**src/rtl/lpddr2_port_arbiter.sv**
```systemverilog
// Two-master arbiter for one LPDDR2 multiport-controller Avalon-MM port.
// M0 (HDMI reader) has priority; M1 (loader writer) is guaranteed a slot after a bounded read run.
module lpddr2_port_arbiter #(
   parameter int ADDR_W          = 27,
   parameter int DATA_W          = 32,
   parameter int MAX_RD_RUN      = 16,
   parameter int MAX_OUTSTANDING = 8
) (
   input  logic                                   iCLK,
   input  logic                                   iRST_n,
   input  logic                                   local_init_done,
   input  logic                                   m0_read,
   input  logic [ADDR_W-1:0]                      m0_address,
   output logic                                   m0_waitrequest_n,
   output logic                                   m0_readdatavalid,
   output logic [DATA_W-1:0]                      m0_readdata,
   input  logic                                   m1_write,
   input  logic [ADDR_W-1:0]                      m1_address,
   input  logic [DATA_W-1:0]                      m1_writedata,
   output logic                                   m1_waitrequest_n,
   input  logic                                   avl_ready,
   output logic                                   avl_burstbegin,
   output logic [ADDR_W-1:0]                      avl_addr,
   output logic [DATA_W-1:0]                      avl_wdata,
   output logic                                   avl_read_req,
   output logic                                   avl_write_req,
   input  logic                                   avl_rdata_valid,
   input  logic [DATA_W-1:0]                      avl_rdata,
   output logic [$clog2(MAX_OUTSTANDING+1)-1:0]   outstanding,
   output logic                                   rd_underflow_err
);

   localparam int OW  = $clog2(MAX_OUTSTANDING + 1);
   localparam int OW1 = OW + 1;
   localparam int RW  = $clog2(MAX_RD_RUN + 1);
   localparam logic [OW:0]   OS_LIMIT  = OW1'(MAX_OUTSTANDING);
   localparam logic [RW-1:0] RUN_LIMIT = RW'(MAX_RD_RUN);

   typedef enum logic [1:0] {G_NONE, G_RD, G_WR} grant_t;

   grant_t        g, g_nxt;
   logic [RW-1:0] rd_run, rd_run_nxt;
   logic          first;
   logic          acc_rd, acc_wr, g_req, rearb, rdc, wrc;
   logic [OW:0]   os_acc;

   always_comb begin
      avl_read_req  = 1'b0;
      avl_write_req = 1'b0;
      avl_addr      = '0;
      avl_wdata     = '0;
      case (g)
         G_RD: begin
            avl_read_req = m0_read;
            avl_addr     = m0_address;
         end
         G_WR: begin
            avl_write_req = m1_write;
            avl_addr      = m1_address;
            avl_wdata     = m1_writedata;
         end
         default: ;
      endcase
   end

   assign m0_waitrequest_n = avl_ready & (g == G_RD);
   assign m1_waitrequest_n = avl_ready & (g == G_WR);
   assign m0_readdatavalid = avl_rdata_valid;
   assign m0_readdata      = avl_rdata;

   assign g_req          = avl_read_req | avl_write_req;
   assign avl_burstbegin = g_req & first;
   assign acc_rd         = avl_read_req & avl_ready;
   assign acc_wr         = avl_write_req & avl_ready;
   assign rearb          = (g == G_NONE) | acc_rd | acc_wr | ~g_req;

   assign os_acc = {1'b0, outstanding} + OW1'(acc_rd);
   assign rdc    = m0_read & local_init_done & (os_acc < OS_LIMIT);
   assign wrc    = m1_write & local_init_done;

   // Arbitration sees the run count including this cycle's accept, so exactly
   // MAX_RD_RUN reads pass before a pending write is forced through.
   always_comb begin
      rd_run_nxt = rd_run;
      if (!m1_write || acc_wr)
         rd_run_nxt = '0;
      else if (acc_rd && rd_run != RUN_LIMIT)
         rd_run_nxt = rd_run + 1'b1;
   end

   always_comb begin
      g_nxt = g;
      if (rearb) begin
         if (rdc && wrc)
            g_nxt = (rd_run_nxt >= RUN_LIMIT) ? G_WR : G_RD;
         else if (rdc)
            g_nxt = G_RD;
         else if (wrc)
            g_nxt = G_WR;
         else
            g_nxt = G_NONE;
      end
   end

   always_ff @(posedge iCLK) begin
      if (!iRST_n) begin
         g                <= G_NONE;
         rd_run           <= '0;
         first            <= 1'b1;
         outstanding      <= '0;
         rd_underflow_err <= 1'b0;
      end else begin
         g      <= g_nxt;
         rd_run <= rd_run_nxt;
         if (acc_rd || acc_wr || (g_nxt != g))
            first <= 1'b1;
         else if (g_req)
            first <= 1'b0;
         case ({acc_rd, avl_rdata_valid})
            2'b10: outstanding <= outstanding + 1'b1;
            2'b01: begin
               if (outstanding == '0)
                  rd_underflow_err <= 1'b1;
               else
                  outstanding <= outstanding - 1'b1;
            end
            2'b11: begin
               if (outstanding == '0)
                  rd_underflow_err <= 1'b1;
            end
            default: ;
         endcase
      end
   end

endmodule

```
**config.mk**
```make
export PLATFORM = sky130hd
export DESIGN_NAME = lpddr2_port_arbiter
export DESIGN_NICKNAME = d
export VERILOG_FILES = /design/src/rtl/lpddr2_port_arbiter.sv
export SDC_FILE = /design/constraint.sdc
export NUM_CORES = 1
export LEC_CHECK = 0
export BUFFER_PORTS_ARGS = -buffer_cell sky130_fd_sc_hd__buf_2
export CAP_MARGIN = 5
export CORE_AREA = 4 4 85 87
export DETAILED_ROUTE_END_ITERATION = 16
export DIE_AREA = 0 0 89 91
export PLACE_DENSITY = 0.7
export SLEW_MARGIN = 0
export SYNTH_ARGS = -nofsm -noshare
export SYNTH_HDL_FRONTEND = slang
export SYNTH_SLANG_ARGS = --single-unit
```
**constraint.sdc**
```tcl
create_clock -name iCLK -period 5.18 [get_ports iCLK]
set_input_delay 0.259 -clock iCLK [delete_from_list [all_inputs] [get_ports iCLK]]
set_output_delay 0.259 -clock iCLK [all_outputs]
set_load 0.005 [all_outputs]
```
==> results of run 1 <==
[cell type report]
| class | count | area, um^2 |
|---|---|---|
| clock buffer | 4 | 45.0 |
| fill | 696 | 3960 |
| inverter | 8 | 30.0 |
| multi-input combinational | 166 | 1140 |
| sequential | 13 | 260 |
| tap | 77 | 96.3 |
| timing repair buffer | 163 | 818 |
[metal layers]
layer / part of all wire / routed length (um) / vias up / global-route usage
met2: 0.47 / 3360 / 118 / 0.262
met5: 0.0056 / 40 / - / 0
met1: 0.39 / 2800 / 932 / 0.202
met4: 0.014 / 102 / 6 / 0.0211
li1: - / - / 1000 / -
met3: 0.12 / 823 / 20 / 0.0588
[stage by stage]
| stage | total power [mW] | hold WS (ns) | util |
|---|---|---|---|
| after CTS | 0.366 | 0.346 | 0.377 |
| after detailed placement | 0.274 | 0.448 | 0.370 |
| after floorplan | 0.219 | 0.465 | - |
| after global routing | 0.388 | 0.355 | 0.377 |
| after global placement | 0.270 | 0.444 | 0.370 |
| final | 0.362 | 0.351 | 0.377 |
[flip-flops by register name (all words and copies together), names as in the netlist]
signal and flops:
rd_underflow_err 1, first 1, g 2, rd_run 5
outstanding 4
[where the power goes]
part           leakage, nW  switching [mW]  internal, mW  total [mW]
logic                 1.14          0.0733        0.0792       0.153
registers            0.106         0.00911         0.109       0.118
clock network       0.0228          0.0371        0.0543      0.0914
[worst max-delay path by stage]
stage	end
after floorplan	outstanding[3]$_SDFFE_PN0P_
after global placement	outstanding[3]$_SDFFE_PN0P_
after detailed placement	g[1]$_SDFF_PN0_
after CTS	first$_SDFFE_PP1N_
after global routing	first$_SDFFE_PP1N_
final	g[1]$_SDFF_PN0_
[kinds of logic (layout without fill, tap and decap cells)]
| logic type | count (synthesis) | after routing |
|---|---|---|
| AO/OA/AOI/OAI | 47 | 47 |
| AND/OR/NAND/NOR | 104 | 104 |
| buffers and inverters | 54 | 175 |
| flip-flops | 13 | 13 |
| XOR/XNOR | 5 | 5 |
| adder cells (fa/ha/maj) | 8 | 8 |
| multiplexers | 2 | 2 |
[layout by cell type (no fill, tap or decap), types with 2 or more instances in the layout]
cell      count
nand3_1       4
inv_1         8
and3_1        2
a21oi_1       7
and2_2        2
dfxtp_1      13
and2_1       36
o21ai_0       2
nor3_1        4
nor2_1        7
xnor2_1       2
a21boi_0      2
a22oi_1      29
nor2b_1      31
or3_2         2
nand2_1       7
xor2_1        3
buf_2       162
mux2i_1       2
clkbuf_8      3
ha_1          6
==> flow_summary_export.csv, run 1 <==
group,metric,value,unit
critical_path,crit_required,5.32,ns
job,drv_cap,0,
timing,setup_viol,0,
yosys,synthTopCellsByArea,"dfxtp_1 (15%), buf_4 (14%), and2_1 (13%)",
timing,tns,0,ns
clocking,cts-resized-gates,0,
floorplanning,die_w,89,um
yosys,ys_seq_elements,13,
finish,final_net_count,488,
grt,grt_start_max_net_pins,65,
yosys,synthArstFlopShare,0,
yosys,synthSimpleGateAreaFrac,0.366,
critical_path,arrival,2.63,ns
critical_path,critical_path.top_delay_family,"adder cells",
timing,finalHoldViolCount,0,
critical_path,r2r_end,"g[1]$_SDFF_PN0_",
timing,fin_crit_sh,0.482,
critical_path,worst_r2r_startpoint,"g[0]$_SDFF_PN0_",
detailed_routing,avgRoutedWirePerCell,16.5,um
grt,antenna_found_initial,4,
floorplanning,initial_core_util,0.275,
clocking,numCtsBuffers,3,
outcome,status,"finished, final reports clean",
clocking,clkLatencyLatePin,0.24,ns
worst_hold_path,holdPathStages,2,
timing,rsz0062_at_grt,"false",
grt,overflow,0,
detailed_routing,drt-pass1-iter-count,4,
yosys,ys_seq_area_frac,0.149,
yosys,syn-cell-area,1740,um^2
clocking,clkSinkCount,13,
yosys,synth-main-ff-cell,"dfxtp_1",
worst_hold_path,hold_end,"rd_underflow_err$_SDFFE_PN0P_",
timing,finalMaxSlewViolations,0,
worst_hold_path,min_from,"iRST_n",
grt,track_usage,0.159,
critical_path,r2r_cells,7,
critical_path,cp-end-kind,"flip-flop",
yosys,post_synth_num_cell_types,41,
yosys,synth_fa_ha_area_frac,0.0617,
critical_path,critPathBufInv,1,
floorplanning,core_area,6350,um^2
yosys,yosysTopAreaCell,"dfxtp_1",
critical_path,crit_type,"reg -> reg",
floorplanning,fp.dieArea,8100,um^2
yosys,synthTopCellsByCount,"and2_1 (36), buf_4 (33), nor2b_1 (31), a22oi_1 (29), dfxtp_1 (13)",
critical_path,critPathMaxFanout,64,
floorplanning,io_pins,227,
finish,postLayoutCellArea,2390,um^2
yosys,yosysMostFrequentCell,"and2_1",
timing,worstMarginPinSlew,1.00,ns
floorplanning,rows,29,
finish,diodes,0,
timing,fmax,0.400,GHz
yosys,yosysTopAreaCellShare,0.149,
critical_path,cp.depth,7,
placed_design,place_area,2350,um^2
detailed_routing,drc,0,
floorplanning,fp.dieH,91,um
grt,grt_pass1_wl,10100,um
critical_path,critPathSlowestCell,"ha_2",
finish,area_growth_syn_to_layout,37.3,%
yosys,synth_top_family_by_area,"simple AND/OR/NAND/NOR gates",
grt,grt_pass1_vias,1902,
yosys,synthCells,233,
yosys,synth_compound_area_frac,0.191,
critical_path,startpoint_type,"flip-flop",
critical_path,r2r_slack,2.68,ns
placed_design,port_buffers,162,
detailed_routing,viasPerCell,4.82,
detailed_routing,ant_nets,0,
clocking,cts_max_path_buffers,2,
placed_design,preCtsSetupSlack,2.70,ns
clocking,path_clk_slew,0.06,ns
worst_hold_path,hold_path.class,"in -> reg",
placed_design,hpwlAfterDp,5930,um
placed_design,dp_cells,427,
clocking,cts_htree_levels,1,
clocking,cts-root-buf,"clkbuf_8",
clocking,postCtsHoldBufs,0,
timing,fin_skew,0.00738,ns
detailed_routing,vias,2076,
critical_path,cpMostUsedCell,"a22oi_1",
yosys,synthesis.nets,366,
finish,instances_no_fill,431,
timing,slew_headroom,0.333,
critical_path,crit_chain,"inv_1 > ha_2 > a22oi_1 > nor3_1 > nor2_1 > a22oi_1 > nor2b_1",
timing,min_period,2.50,ns
placed_design,gp_congestion,0.881,
clocking,cts_setup_buffers,0,
pwr,power_density,151,nW/um^2
pwr,p_leak,1.27,nW
detailed_routing,drt_iter0_drc,59,
yosys,syn_avg_cell_area,7.49,um^2
clocking,cts_tree,"done",
finish,drive_above_1_share,0.500,
timing,fin_ws,2.68,ns
detailed_routing,routed_wl,7120,um
yosys,synth_warnings,0,
critical_path,critical_path.startpoint,"g[0]$_SDFF_PN0_",
pwr,peakVddDrop,0.190,mV
yosys,synth_xor_xnor_area_share,0.0251,
yosys,synth_edf_count,0,
critical_path,cpPeakStageDelay,0.86,ns
yosys,synth.area.mux_share,0.0115,
No activity file was read; power rests on OpenSTA's default activity.
==> run 2: changes to the inputs <==
--- a/config.mk
+++ b/config.mk
@@ -7,10 +7,10 @@
 export LEC_CHECK = 0
 export BUFFER_PORTS_ARGS = -buffer_cell sky130_fd_sc_hd__buf_2
 export CAP_MARGIN = 5
-export CORE_AREA = 4 4 85 87
+export CORE_AREA = 4 4 86 88
 export DETAILED_ROUTE_END_ITERATION = 16
-export DIE_AREA = 0 0 89 91
-export PLACE_DENSITY = 0.7
+export DIE_AREA = 0 0 90 92
+export PLACE_DENSITY = 0.69
 export SLEW_MARGIN = 0
 export SYNTH_ARGS = -nofsm -noshare
 export SYNTH_HDL_FRONTEND = slang
==> constraint.sdc (replaced) <==
create_clock -name iCLK -period 2.5 [get_ports iCLK]
set_input_delay 0.125 -clock iCLK [delete_from_list [all_inputs] [get_ports iCLK]]
set_output_delay 0.125 -clock iCLK [all_outputs]
set_load 0.005 [all_outputs]
==> flow_summary_export.csv, run 2 (same netlist as run 1, synthesis figures left out) <==
group,metric,value,unit
timing,slew_headroom,0.548,
clocking,cts-root-buf,"clkbuf_8",
floorplanning,initial_core_util,0.263,
critical_path,r2r_cells,11,
floorplanning,fp.dieH,92,um
timing,finalHoldViolCount,0,
timing,setup_viol,0,
critical_path,worst_r2r_startpoint,"g[1]$_SDFF_PN0_",
worst_hold_path,hold_end,"rd_underflow_err$_SDFFE_PN0P_",
finish,top_regs,"rd_run (5), outstanding (4), g (2)",
clocking,cts_setup_buffers,0,
clocking,cts_htree_levels,1,
finish,fillers,704,
pwr,peakVddDrop,0.188,mV
floorplanning,io_pins,227,
pwr,p_leak,1.28,nW
detailed_routing,ant_nets,0,
finish,top_register,"rd_run",
placed_design,hpwlAfterDp,5760,um
placed_design,port_buffers,162,
detailed_routing,routed_wl,6730,um
placed_design,gp_congestion,0.794,
clocking,numCtsBuffers,3,
critical_path,crit_chain,"inv_1 > ha_1 > nand3_4 > nand2_1 > inv_1 > ha_1 > a21o_1 > a21oi_1 > mux2i_1 > xor2_1 > and2_1",
critical_path,critPathBufInv,2,
floorplanning,die_w,90,um
floorplanning,rows,30,
clocking,path_clk_slew,0.05,ns
pwr,p_total,749,uW
finish,area_growth_syn_to_layout,38.4,%
grt,grt_pass1_wl,10100,um
clocking,clkSinkCount,13,
finish,largest_reg_flops,5,
critical_path,arrival,2.34,ns
finish,drive_above_1_share,0.503,
grt,overflow,0,
finish,final_common_cell,"buf_2",
worst_hold_path,holdPathStages,2,
floorplanning,fp.dieArea,8280,um^2
timing,min_period,2.20,ns
critical_path,startpoint_type,"flip-flop",
timing,fmax,0.454,GHz
outcome,status,"finished, final reports clean",
clocking,clkLatencyLatePin,0.24,ns
grt,grt_pass1_vias,1989,
grt,track_usage,0.150,
critical_path,crit_type,"reg -> reg",
critical_path,cp-end-kind,"flip-flop",
critical_path,cpPeakStageDelay,0.33,ns
timing,rsz0062_at_grt,"false",
job,drv_cap,0,
finish,final_cell_mix,"buf_2 (162), and2_1 (36), nor2b_1 (31)",
floorplanning,core_area,6640,um^2
detailed_routing,drc,0,
pwr,power_density,310,nW/um^2
detailed_routing,drt-pass1-iter-count,4,
grt,grt_start_max_net_pins,31,
critical_path,critPathMaxFanout,10,
detailed_routing,vias,2012,
critical_path,r2r_end,"outstanding[3]$_SDFFE_PN0P_",
worst_hold_path,hold_path.class,"in -> reg",
worst_hold_path,min_from,"iRST_n",
clocking,cts-resized-gates,0,
detailed_routing,avgRoutedWirePerCell,15.4,um
detailed_routing,drt_iter0_drc,46,
timing,worstMarginPinSlew,0.678,ns
timing,fin_crit_sh,0.881,
clocking,cts_max_path_buffers,2,
clocking,postCtsHoldBufs,0,
grt,antenna_found_initial,2,
timing,fin_skew,0.000551,ns
critical_path,critical_path.top_delay_family,"adder cells",
critical_path,r2r_slack,0.30,ns
critical_path,crit_required,2.64,ns
finish,diodes,0,
timing,tns,0,ns
critical_path,critPathSlowestCell,"dfxtp_1",
timing,finalMaxSlewViolations,0,
clocking,cts_tree,"done",
detailed_routing,viasPerCell,4.61,
finish,final_net_count,490,
## run 2: cell count changes in the layout (fill, tap and decap cells not counted), sizes merged
cell / previous run / this run
buf: 163 / 165
## run 2: layer usage
layer / up-vias / wire (um) / track usage
li1: 1006 / - / -
met1: 881 / 2920 / 0.191
met2: 93 / 3000 / 0.238
met3: 28 / 643 / 0.0541
met4: 4 / 140 / 0.0421
met5: - / 26 / 0
## run 2: power by group
| part | switching [mW] | total (mW) | internal, mW |
|---|---|---|---|
| combinational | 0.150 | 0.316 | 0.166 |
| clock | 0.0766 | 0.189 | 0.113 |
| sequential | 0.0184 | 0.243 | 0.225 |
## run 2: how the worst max path moves through the flow
| stage | start | end | cells after the start |
|---|---|---|---|
| 2_1_floorplan | g[1]$_SDFF_PN0_ | outstanding[3]$_SDFFE_PN0P_ | 11 |
| 6_report | g[1]$_SDFF_PN0_ | outstanding[3]$_SDFFE_PN0P_ | 11 |
| 3_3_place_gp | g[1]$_SDFF_PN0_ | outstanding[3]$_SDFFE_PN0P_ | 11 |
| 5_1_grt | g[1]$_SDFF_PN0_ | outstanding[3]$_SDFFE_PN0P_ | 11 |
| 4_1_cts | g[1]$_SDFF_PN0_ | outstanding[3]$_SDFFE_PN0P_ | 11 |
| 3_5_place_dp | g[1]$_SDFF_PN0_ | outstanding[3]$_SDFFE_PN0P_ | 11 |
## run 2: layout make-up
| cell class | instances | area (um^2) | area share |
|---|---|---|---|
| Multi-Input combinational cell | 166 | 1140 | 0.474 |
| Timing Repair Buffer | 165 | 833 | 0.345 |
| Sequential cell | 13 | 260 | 0.108 |
| Tap cell | 80 | 100 | 0.0415 |
| Clock buffer | 4 | 45.0 | 0.0187 |
| Inverter | 8 | 30.0 | 0.0124 |
## run 2: stage by stage
| step | worst slack (ns) | cells | utilization | hold slack, ns | area (um^2) |
|---|---|---|---|---|---|
| final | 0.297 | 436 | 0.363 | 0.202 | 2410 |
| after global routing | 0.109 | 436 | 0.363 | 0.219 | 2410 |
| after CTS | 0.293 | 436 | 0.363 | 0.205 | 2410 |
| after detailed placement | 0.306 | 432 | 0.356 | 0.250 | 2370 |
| after global placement | 0.362 | 432 | 0.356 | 0.250 | 2370 |
| after floorplan | 0.436 | 233 | - | 0.331 | 1740 |
==> run 3: changes to the inputs <==
==> constraint.sdc (replaced) <==
create_clock -name iCLK -period 2.5 [get_ports iCLK]
set_input_delay 0.25 -clock iCLK [delete_from_list [all_inputs] [get_ports iCLK]]
set_output_delay 0.25 -clock iCLK [all_outputs]
set_load 0.005 [all_outputs]
==> flow_summary_export.csv, run 3 (same netlist as run 1, synthesis figures left out) <==
group,metric,value,unit
floorplanning,die_w,90,um
clocking,numCtsBuffers,3,
placed_design,place_area,2360,um^2
pwr,p_total,756,uW
grt,track_usage,0.157,
finish,drive_above_1_share,0.501,
detailed_routing,viasPerCell,4.69,
timing,rsz0062_at_grt,"false",
critical_path,critPathMaxFanout,10,
finish,top_register,"rd_run",
detailed_routing,ant_nets,0,
timing,fmax,0.458,GHz
critical_path,arrival,2.33,ns
finish,final_net_count,489,
clocking,cts_tree,"done",
detailed_routing,avgRoutedWirePerCell,15.9,um
finish,final_common_cell,"buf_2",
clocking,postCtsHoldBufs,0,
floorplanning,fp.dieH,92,um
pwr,p_leak,1.28,nW
timing,setup_viol,0,
placed_design,gp_congestion,0.822,
placed_design,port_buffers,162,
clocking,path_clk_slew,0.06,ns
critical_path,cp-end-kind,"flip-flop",
timing,slew_headroom,0.544,
floorplanning,io_pins,227,
outcome,status,"finished, final reports clean",
grt,grt_pass1_wl,10600,um
finish,area_growth_syn_to_layout,37.9,%
detailed_routing,vias,2039,
clocking,cts-root-buf,"clkbuf_8",
critical_path,crit_type,"reg -> reg",
floorplanning,fp.dieArea,8280,um^2
detailed_routing,drt-pass1-iter-count,4,
detailed_routing,drc,0,
timing,tns,0,ns
timing,finalMaxSlewViolations,0,
job,drv_cap,0,
worst_hold_path,hold_path.class,"in -> reg",
timing,fin_skew,0.00449,ns
critical_path,critPathSlowestCell,"dfxtp_1",
detailed_routing,drt_iter0_drc,46,
clocking,cts_max_path_buffers,2,
detailed_routing,routed_wl,6910,um
clocking,clkSinkCount,13,
floorplanning,core_area,6640,um^2
timing,worstMarginPinSlew,0.683,ns
grt,grt_pass1_vias,2021,
grt,overflow,0,
finish,top_regs,"rd_run (5), outstanding (4), g (2)",
grt,antenna_found_initial,4,
critical_path,startpoint_type,"flip-flop",
finish,largest_reg_flops,5,
clocking,cts_htree_levels,1,
finish,postLayoutCellArea,2410,um^2
critical_path,cpPeakStageDelay,0.33,ns
timing,fin_crit_sh,0.873,
floorplanning,initial_core_util,0.263,
critical_path,crit_required,2.65,ns
finish,diodes,0,
timing,min_period,2.18,ns
clocking,cts-resized-gates,0,
finish,final_cell_mix,"buf_2 (162), and2_1 (36), nor2b_1 (31)",
pwr,power_density,314,nW/um^2
critical_path,crit_chain,"inv_1 > ha_1 > nand3_4 > nand2_1 > inv_1 > ha_1 > a21o_1 > a21oi_1 > mux2i_1 > xor2_1 > and2_1",
pwr,peakVddDrop,0.217,mV
placed_design,hpwlAfterDp,5730,um
clocking,cts_setup_buffers,0,
clocking,clkLatencyLatePin,0.25,ns
grt,grt_start_max_net_pins,56,
timing,finalHoldViolCount,0,
floorplanning,rows,30,
[run 3: power breakdown]
part	switching [mW]	internal (mW)	leakage, nW
combinational	0.153	0.165	1.15
sequential	0.0186	0.225	0.106
clock	0.0813	0.113	0.0228
[run 3: path summary, 6_finish.rpt]
kind | end | cells past startpoint | slack, ns | startpoint
worst max-delay path | outstanding[3]$_SDFFE_PN0P_ | 11 | 0.32 | g[1]$_SDFF_PN0_
worst min-delay path | rd_underflow_err$_SDFFE_PN0P_ | 2 | 0.34 | iRST_n
worst min register to register | rd_underflow_err$_SDFFE_PN0P_ | 1 | 0.46 | rd_underflow_err$_SDFFE_PN0P_
worst max register to register | outstanding[3]$_SDFFE_PN0P_ | 11 | 0.32 | g[1]$_SDFF_PN0_
[run 3: cell type report]
class / count / area (um^2)
flip-flops and latches: 13 / 260
repair buffers: 164 / 826
well taps: 80 / 100
inverters: 8 / 30.0
clock buffers: 4 / 45.0
fillers: 719 / 4240
multi-input cells: 166 / 1140
[run 3: critical path, delay by kind of cell, from the launching register on]
family	cells	cell delay, ns
XOR/XNOR	1	0.08
adder cells (fa/ha/maj)	2	0.49
AND/OR/NAND/NOR	3	0.42
AO/OA/AOI/OAI	2	0.34
buffers and inverters	2	0.17
flip-flops	1	0.33
multiplexers	1	0.23
[run 3: through the flow]
stage,worst slack (ns),hold slack [ns],util,instances
after floorplan,0.436,0.465,-,233
after global placement,0.363,0.442,0.355,431
after detailed placement,0.323,0.450,0.355,431
after CTS,0.307,0.329,0.362,435
after global routing,0.0683,0.337,0.362,435
final,0.318,0.338,0.362,435
[run 3: routing by layer]
| metal | vias up | GRT usage | routed length [um] |
|---|---|---|---|
| met4 | 6 | 0.0510 | 161 |
| met2 | 99 | 0.254 | 3110 |
| met3 | 31 | 0.0582 | 766 |
| met5 | - | 0 | 34 |
| met1 | 902 | 0.192 | 2840 |
| li1 | 1001 | - | - |
